### config.mk
export PLATFORM = sky130hd
export DESIGN_NAME = dp_wb_lsu
export DESIGN_NICKNAME = d
export VERILOG_FILES = /design/src/rtl/lsu_pkg.sv /design/src/rtl/dp_load_align.sv /design/src/rtl/dp_wb_lsu.sv
export SDC_FILE = /design/constraint.sdc
export NUM_CORES = 1
export LEC_CHECK = 0
export ABC_AREA = 1
export ABC_CLOCK_PERIOD_IN_PS = 1600
export CAP_MARGIN = 20
export CORE_ASPECT_RATIO = 0.6
export CORE_MARGIN = 2
export CORE_UTILIZATION = 42
export CTS_CLUSTER_SIZE = 8
export DETAILED_ROUTE_END_ITERATION = 10
export PLACE_DENSITY = 0.79
export SETUP_SLACK_MARGIN = 0.15
export SYNTH_ARGS = -nofsm -noshare
export SYNTH_HDL_FRONTEND = slang
export SYNTH_SLANG_ARGS = --single-unit
### constraint.sdc
create_clock -name clk -period 1.6 [get_ports clk]
set_clock_uncertainty 0.15 [all_clocks]
set_input_delay 0.32 -clock clk [delete_from_list [all_inputs] [get_ports clk]]
set_output_delay 0.32 -clock clk [all_outputs]
set_load 0.02 [all_outputs]
### src/rtl/lsu_pkg.sv
// Shared types and helpers for the writeback-stage load/store unit.
//   lsu_state_t   : FSM state encoding
//   SZ_*          : MemSizeW encodings (2'b11 behaves as a word)
//   lsu_gen_be    : byte enables from size and address low bits
//   lsu_rep_wdata : store data replicated across byte lanes
//   lsu_misalign  : alignment check for an access
package lsu_pkg;

  typedef enum logic [1:0] {
    ST_IDLE = 2'b00,
    ST_BUSY = 2'b01,
    ST_DONE = 2'b10
  } lsu_state_t;

  localparam logic [1:0] SZ_BYTE = 2'b00;
  localparam logic [1:0] SZ_HALF = 2'b01;
  localparam logic [1:0] SZ_WORD = 2'b10;

  function automatic logic [3:0] lsu_gen_be(input logic [1:0] size, input logic [1:0] lo);
    case (size)
      SZ_BYTE: lsu_gen_be = 4'b0001 << lo;
      SZ_HALF: lsu_gen_be = 4'b0011 << lo;
      default: lsu_gen_be = 4'b1111;
    endcase
  endfunction

  function automatic logic [31:0] lsu_rep_wdata(input logic [1:0] size, input logic [31:0] data);
    case (size)
      SZ_BYTE: lsu_rep_wdata = {4{data[7:0]}};
      SZ_HALF: lsu_rep_wdata = {2{data[15:0]}};
      default: lsu_rep_wdata = data;
    endcase
  endfunction

  function automatic logic lsu_misalign(input logic [1:0] size, input logic [1:0] lo);
    case (size)
      SZ_BYTE: lsu_misalign = 1'b0;
      SZ_HALF: lsu_misalign = lo[0];
      default: lsu_misalign = |lo;
    endcase
  endfunction

endpackage

### src/rtl/dp_load_align.sv
// Combinational load-data alignment and extension.
//   i_rdata    : raw 32-bit word from memory
//   i_addr_lo  : address bits [1:0] of the access
//   i_size     : access size (SZ_*), 2'b11 treated as word
//   i_unsigned : zero-extend instead of sign-extend
//   o_data     : aligned, extended result
module dp_load_align
  import lsu_pkg::*;
(
  input  logic [31:0] i_rdata,
  input  logic [1:0]  i_addr_lo,
  input  logic [1:0]  i_size,
  input  logic        i_unsigned,
  output logic [31:0] o_data
);

  logic [7:0]  w_byte;
  logic [15:0] w_half;

  always_comb begin
    w_byte = i_rdata[7:0];
    case (i_addr_lo)
      2'd0: w_byte = i_rdata[7:0];
      2'd1: w_byte = i_rdata[15:8];
      2'd2: w_byte = i_rdata[23:16];
      2'd3: w_byte = i_rdata[31:24];
      default: w_byte = i_rdata[7:0];
    endcase
    w_half = i_addr_lo[1] ? i_rdata[31:16] : i_rdata[15:0];

    case (i_size)
      SZ_BYTE: o_data = {{24{~i_unsigned & w_byte[7]}}, w_byte};
      SZ_HALF: o_data = {{16{~i_unsigned & w_half[15]}}, w_half};
      default: o_data = i_rdata;
    endcase
  end

endmodule

### src/rtl/dp_wb_lsu.sv
// Writeback-stage load/store unit: runs one req/ack transaction on the
// data-memory bus per W-stage memory op, stalling W until the bus responds,
// then returns aligned/extended load data for register-file writeback.
//   clk, reset            : clock, synchronous active-low reset
//   MemReadW/MemWriteW    : W instruction is a load / store
//   MemSizeW, MemUnsignedW: access size and load zero-extend
//   FlushW                : hazard-unit flush of the W instruction
//   A3_W, ALUResultW, RD2_W : dest reg, address, store data
//   dmem_*                : external memory bus
//   StallW                : freeze W and upstream
//   LoadValidW/DataW/RdW  : one-cycle load writeback
//   MisalignW             : one-cycle misaligned-access pulse
//
// state | meaning
// IDLE  | waiting for a W-stage memory op
// BUSY  | request on the bus, waiting for dmem_ack
// DONE  | transaction finished, W advances, load writes back
module dp_wb_lsu
  import lsu_pkg::*;
(
  input  logic        clk,
  input  logic        reset,
  input  logic        MemReadW,
  input  logic        MemWriteW,
  input  logic [1:0]  MemSizeW,
  input  logic        MemUnsignedW,
  input  logic        FlushW,
  input  logic [4:0]  A3_W,
  input  logic [31:0] ALUResultW,
  input  logic [31:0] RD2_W,
  input  logic        dmem_ack,
  input  logic [31:0] dmem_rdata,
  output logic        dmem_req,
  output logic        dmem_we,
  output logic [31:0] dmem_addr,
  output logic [3:0]  dmem_be,
  output logic [31:0] dmem_wdata,
  output logic        StallW,
  output logic        LoadValidW,
  output logic [31:0] LoadDataW,
  output logic [4:0]  LoadRdW,
  output logic        MisalignW
);

  lsu_state_t  r_state;
  logic        r_we;
  logic        r_unsigned;
  logic        r_cancel;
  logic [1:0]  r_size;
  logic [1:0]  r_addr_lo;
  logic [31:0] r_addr;
  logic [31:0] r_wdata;
  logic [3:0]  r_be;
  logic [4:0]  r_rd;
  logic [31:0] r_load_data;

  logic        w_idle_op;
  logic        w_misalign;
  logic        w_start;
  logic [31:0] w_align_data;

  // A new op is only considered while not in reset, so nothing starts in
  // the same cycle the FSM is being forced back to IDLE.
  assign w_idle_op  = reset & (r_state == ST_IDLE) & (MemReadW | MemWriteW) & ~FlushW;
  assign w_misalign = lsu_misalign(MemSizeW, ALUResultW[1:0]);
  assign w_start    = w_idle_op & ~w_misalign;

  assign MisalignW  = w_idle_op & w_misalign;
  assign StallW     = w_start | (r_state == ST_BUSY);
  assign dmem_req   = (r_state == ST_BUSY);
  assign dmem_we    = r_we;
  assign dmem_addr  = r_addr;
  assign dmem_be    = r_be;
  assign dmem_wdata = r_wdata;

  // A flush arriving in DONE itself also kills the writeback.
  assign LoadValidW = (r_state == ST_DONE) & ~r_we & ~r_cancel & ~FlushW;
  assign LoadDataW  = r_load_data;
  assign LoadRdW    = r_rd;

  dp_load_align u_align (
    .i_rdata    (dmem_rdata),
    .i_addr_lo  (r_addr_lo),
    .i_size     (r_size),
    .i_unsigned (r_unsigned),
    .o_data     (w_align_data)
  );

  always_ff @(posedge clk) begin
    if (!reset) begin
      r_state     <= ST_IDLE;
      r_we        <= 1'b0;
      r_unsigned  <= 1'b0;
      r_cancel    <= 1'b0;
      r_size      <= 2'b00;
      r_addr_lo   <= 2'b00;
      r_addr      <= 32'h0;
      r_wdata     <= 32'h0;
      r_be        <= 4'h0;
      r_rd        <= 5'h0;
      r_load_data <= 32'h0;
    end else begin
      case (r_state)
        ST_IDLE: begin
          r_cancel <= 1'b0;
          if (w_start) begin
            r_state    <= ST_BUSY;
            r_we       <= MemWriteW;
            r_unsigned <= MemUnsignedW;
            r_size     <= MemSizeW;
            r_addr_lo  <= ALUResultW[1:0];
            r_addr     <= {ALUResultW[31:2], 2'b00};
            r_wdata    <= lsu_rep_wdata(MemSizeW, RD2_W);
            r_be       <= lsu_gen_be(MemSizeW, ALUResultW[1:0]);
            r_rd       <= A3_W;
          end
        end
        ST_BUSY: begin
          // The bus transaction always completes; a flush only marks it dead.
          if (FlushW) r_cancel <= 1'b1;
          if (dmem_ack) begin
            if (!r_we) r_load_data <= w_align_data;
            r_state <= ST_DONE;
          end
        end
        ST_DONE: begin
          r_state <= ST_IDLE;
        end
        default: begin
          r_state <= ST_IDLE;
        end
      endcase
    end
  end

endmodule

### Word-level counts from Yosys, hierarchy flattened

Index checks and enable logic that the tools add are counted.

| storage, ports and cells | value |
|---|---|
| register bits after elaboration | 112 |
| input port bits | 110 |
| word-level logic and storage cells | 61 |

| operators by class | value |
|---|---|
| equal/unequal tests | 10 |
| shift-type cells | 2 |
| multiplexer cells | 11 |
| bitwise logic cells | 17 |
| reductions and logical operators | 10 |

Operator list:

| operator | number |
|---|---|
| one-hot mux 32 bit (2 select lines) | 2 |
| one-hot mux 8 bit (4 select lines) | 1 |
| 2-to-1 mux 16 bit | 1 |
| AND 1 bit | 10 |
| == test 2 x 1 -> 1 bit (second input constant) | 4 |
| zero test 2 bit | 4 |
| one-hot mux 4 bit (2 select lines) | 1 |
| == test 2 bit (second input constant) | 3 |
| inequality test 2 bit (second input constant) | 3 |
| AND reduction 2 bit | 3 |
| NOT 1 bit | 5 |
| 2-to-1 mux 2 bit | 2 |
| one-hot mux 1 bit (2 select lines) | 2 |
| one-hot mux 2 bit (2 select lines) | 1 |
| left shift 1 x 2 -> 4 bit (first input constant) | 1 |
| left shift 2 x 2 -> 4 bit (first input constant) | 1 |
| AND reduction 3 bit | 1 |
| bitwise OR 1 bit | 2 |
| nonzero test 2 bit | 1 |
| OR reduction 2 bit | 1 |
| 2-to-1 mux 1 bit | 1 |

### Logic depth before layout (Yosys ltp)

| logic depth | value |
|---|---|
| depth in word-level cells | 7 |
| mapped depth | 10 |
| mapped depth without buffers | 8 |

### Cells and area by module

Synthesis repeated with hierarchy kept, for this count alone.

| unflattened totals | value |
|---|---|
| cell total of the unflattened synthesis | 888 |
| area, all modules | 5581.6 um2 |

Modules (own cells, without submodules):

| module | times used | cells each | area each (um2) | sequential area each (um2) |
|---|---|---|---|---|
| dp_wb_lsu | 1 | 719 | 4702.0 | 2242.2 |
| dp_load_align | 1 | 169 | 879.6 | 0.0 |

### Least setup slack after synthesis

No wires, ideal clock.

| timing path | value |
|---|---|
| kind | input -> output |
| start point | input port MemSizeW[0] |
| end point | output port StallW |
| arrival time | 1.295 ns |
| path slack | -0.165 ns |
| stages | 9 |
| path buffers | 2 |
| path through | inv_2 nor2_4 nand2_1 nand2_1 inv_2 nand2_2 buf_6 buf_6 o21ai_0 |

| between the ends | value |
|---|---|
| word-level cells in the longest chain between the ends | 5 |

Ends and longest elaborated chain:

| item | line | RTL |
|---|---|---|
| start: declaration | dp_wb_lsu.sv:25 | `input logic [1:0] MemSizeW,` |
| == test 2 x 1 -> 1 bit / zero test 2 bit (equally long branches) | lsu_pkg.sv:36 | `case (size)` |
| one-hot mux 1 bit (2 select lines) * | lsu_pkg.sv:36 |  |
| NOT 1 bit * | dp_wb_lsu.sv:66 | `assign w_start = w_idle_op & ~w_misalign;` |
| AND 1 bit * | dp_wb_lsu.sv:66 |  |
| bitwise OR 1 bit * | dp_wb_lsu.sv:69 | `assign StallW = w_start \| (r_state == ST_BUSY);` |
| end: declaration | dp_wb_lsu.sv:38 | `output logic StallW,` |

Every way passes the cells marked *; elsewhere a longest branch is shown, timed or not.

### Worst setup path after layout

| timing path | value |
|---|---|
| start point | register r_state[0] |
| end point | register r_be[3] (netlist: dmem_be[3]) |

| between the ends | value |
|---|---|
| word-level cells in the longest chain between the ends | 6 |

Ends and longest elaborated chain:

| item | line | RTL |
|---|---|---|
| start: declaration | dp_wb_lsu.sv:45 | `lsu_state_t r_state;` |
| start signal: assignment | dp_wb_lsu.sv:91 | `r_state <= ST_IDLE;` |
| start signal: assignment | dp_wb_lsu.sv:107 | `r_state <= ST_BUSY;` |
| start signal: assignment | dp_wb_lsu.sv:123 | `r_state <= ST_DONE;` |
| zero test 2 bit * | dp_wb_lsu.sv:64, dp_wb_lsu.sv:103 |  |
| AND 1 bit (3 in a row) | dp_wb_lsu.sv:64 | `assign w_idle_op = reset & (r_state == ST_IDLE) & (MemReadW \| MemWriteW) & ~FlushW;` |
| AND 1 bit | dp_wb_lsu.sv:66 |  |
| AND reduction 2 bit (no source line) * | - |  |
| end signal: assignment | dp_wb_lsu.sv:114 | `r_be <= lsu_gen_be(MemSizeW, ALUResultW[1:0]);` |
| end: declaration | dp_wb_lsu.sv:53 | `logic [3:0] r_be;` |

Marked as above.
A chain may end at the register's enable or synchronous reset.

==> impl_metrics.py <==
metrics = {
    "finish": {
        "nets": 1107,
        "syn2layout_area_growth_pct": 79.5,
        "layout-drive-gt1-share_pct": 36.3,
        "fillCellCount": 827,
    },
    "global_route": {
        "antenna_found_initial": 1,
        "grt_usage_pct": 29.7,
        "grt_pass1_wl_mm": 28.9,
        "grt_max_degree": 74,
        "grt_pass1_vias": 5505,
        "grt_overflow_total": 0,
    },
    "synthesis": {
        "async_flop_share_pct": 0,
        "synth.most_common_cell": "nand2_1",
        "netlist.area_leader.share_pct": 45.6,
        "synthFlopType": "dfxtp_1",
        "synth-seq-cells": 112,
        "synth_cells": 724,
        "postSynthAreaPerCell_um2": 6.79,
        "ys_seq_area_share_pct": 45.6,
        "yosys-top-cells-area": "dfxtp_1 (46%), nand2_1 (22%), a21oi_1 (13%), o21ai_0 (3.6%), nor2_1 (3.4%)",
        "ys_warn_count": 0,
        "synth_cell_types": 24,
        "synth_area_um2": 4920,
        "synth_top_area_cell": "dfxtp_1",
        "ys_top_cells_by_count": "nand2_1 (282), a21oi_1 (125), dfxtp_1 (112)",
        "synth_enable_flop_cells": 0,
    },
    "critical_path": {
        "worstSetupStartpointType": "flop",
        "cp_cell_sequence": "nor2_4 -> nand3_2 -> buf_6 -> buf_6 -> nor2_4 -> buf_6 -> buf_6 -> buf_16 -> nand2_4 -> a21oi_2",
        "endpoint_kind": "flop",
        "r2r-start": "r_state[0]$_SDFFE_PN0P_",
        "crit_top_cell": "buf_6",
        "crit_slowest_cell": "dfxtp_2",
        "max_stage_delay_ns": 0.34,
        "startpoint": "r_state[0]$_SDFFE_PN0P_",
        "critPathRequiredTime_ns": 1.72,
        "crit_type": "flop to flop",
        "r2r_setup_slack_ns": -0.19,
        "worstRegToRegCells": 10,
        "cp_max_fo": 6,
        "rr_endpoint": "dmem_be[3]$_SDFFE_PN0P_",
        "worstPathArrival_ns": 1.92,
    },
    "clock_network": {
        "cts.sinks": 112,
        "clkLatencyLatePin_ns": 0.34,
        "cts_root_buf": "clkbuf_16",
        "cts_tree": "yes",
        "clockBufferDepth": 2,
        "clkTransAtPathRegs_ns": 0.07,
        "htreeDepth": 3,
        "cts_buffers": 9,
    },
    "floorplanning": {
        "ioPinCount": 220,
        "dieArea_um2": 12600,
        "die_w_um": 144,
        "num_rows": 30,
        "chipHeight_um": 87.8,
        "core_um2": 11400,
        "start_util_pct": 43.2,
    },
    "detailed_routing": {
        "drc": 0,
        "wirelength_met1_mm": 9.36,
        "wl_met3_mm": 2.12,
        "post_drt_wl_per_cell_um": 17.7,
        "vias": 5998,
        "dr.first_iter.drc_count": 407,
        "ant_nets": 0,
        "totalWireLength_mm": 20.6,
        "via_per_inst": 5.17,
        "topRoutingLayerUsed": "met4",
        "wl_met2_mm": 8.91,
        "first_pass_iters": 5,
    },
    "timing": {
        "maxSlewHeadroom_pct": 49.7,
        "rsz0062_at_grt": "true",
        "min_period_over_period_pct": 112,
        "hold_viol": 0,
        "min_period_ns": 1.79,
        "fmax_mhz": 557,
        "maxSlewViolCount": 0,
        "tightest_slew_ns": 0.755,
        "setup_viol": 112,
        "tns_ns": -14.69,
        "timing.final.ws_setup_ns": -0.195,
    },
    "worst_hold_path": {
        "hold_start": "MemWriteW",
        "holdPathEnd": "dmem_we$_SDFFE_PN0P_",
        "worstHoldPathCells": 3,
        "hold_class": "input port to flop",
    },
    "placed_design": {
        "place.gp.congestion": 0.946,
        "io_buffer_count": 217,
        "dp_hpwl_mm": 12.1,
    },
    "status": {
        "status": "complete, but fails checks",
        "violations": "negative setup slack",
    },
    "power": {
        "power.density_nw_per_um2": 757,
        "p_leak_uw": 0.00391,
        "peakVddDrop_mv": 0.522,
        "power.total_uw": 6680,
    },
    "run": {
        "maxCapViolations": 0,
    },
}
-- metrics by stage --
step | hold slack (ns) | cells | setup WS (ns) | instance area (um2) | utilization, %
final | 0.260 | 1161 | -0.195 | 8830 | 77.6
after floorplan | 0.290 | 725 | 0.0165 | 4960 | -
after detailed placement | 0.302 | 1106 | -0.820 | 7520 | 66.1
after global placement | 0.298 | 1106 | -0.828 | 7520 | 66.1
after CTS | 0.232 | 1147 | -0.161 | 8490 | 74.6
after global routing | 0.263 | 1161 | -0.260 | 8830 | 77.6
-- final cells by class --
type,count,area (um2),share of cell area [%]
tap,160,200,2.27
antenna,1,2.50,0.0283
sequential,112,2250,25.4
clock buffer,9,225,2.55
clock inverter,5,65.1,0.737
multi-input combinational,536,2900,32.9
inverter,31,126,1.43
timing repair buffer,307,3060,34.7
-- worst max-delay path by stage --
stage | end | slack (ns) | cells after the start
global route | dmem_addr[12]$_SDFFE_PN0P_ | -0.26 | 10
global placement | StallW | -0.83 | 8
detailed placement | StallW | -0.82 | 8
CTS | StallW | -0.16 | 6
finish | dmem_be[3]$_SDFFE_PN0P_ | -0.19 | 10
floorplan | StallW | 0.02 | 9
-- registers in the layout, indices dropped and copies added, names as in the netlist --
| signal | count |
|---|---|
| LoadDataW | 32 |
| LoadRdW | 5 |
| dmem_addr | 30 |
| dmem_be | 4 |
| dmem_wdata | 32 |
| dmem_we | 1 |
| r_addr_lo | 2 |
| r_cancel | 1 |
| r_size | 2 |
| r_state | 2 |
| r_unsigned | 1 |
-- power by group --
group / internal [uW] / switching, uW
registers: 2880 / 54.7
logic: 697 / 773
clock network: 1220 / 1060
total: 4790 / 1890
-- cell usage in the layout (no fill, tap or decap), drive strengths merged, types with 2 or more instances in the layout --
cell	Yosys	final
a21oi	125	125
buf	29	148
clkbuf	17	22
clkdlybuf4s15	0	37
clkdlybuf4s50	0	101
clkinv	2	3
conb	1	2
dfxtp	112	112
dlygate4sd2	0	8
inv	29	32
nand2	283	283
nand3	27	27
nor2	49	49
nor3	2	2
o21ai	45	45
-- logic make-up (layout without fill, tap and decap cells) --
| group | count (synthesis) | in the layout | synth area share [%] |
|---|---|---|---|
| flops | 112 | 112 | 45.6 |
| buf+inv | 77 | 352 | 7.68 |
| simple gates | 363 | 363 | 29.2 |
| other cells | 1 | 3 | 0.0762 |
| compound gates | 171 | 171 | 17.5 |
-- critical path: cells and delay by family (launching register included) --
kind                   cells  cell delay [ns]
AO/OA/AOI/OAI              1             0.15
AND/OR/NAND/NOR            4             0.44
buffers and inverters      5             0.64
flip-flops                 1             0.34
-- routing by layer --
layer	track usage, %	up-vias
met2	44.3	303
met1	42.4	2793
li1	-	2884
met4	6.86	0
met5	0	-
met3	8.69	18
-- timing repair --
action	4_1_cts	5_1_grt
hold buffers	0	0
setup buffers	17	7
endpoints found under the setup margin	219	174
gates resized for setup	419	217
gates cloned	10	6
pin swaps	36	71
No activity file was read; power rests on OpenSTA's default activity.
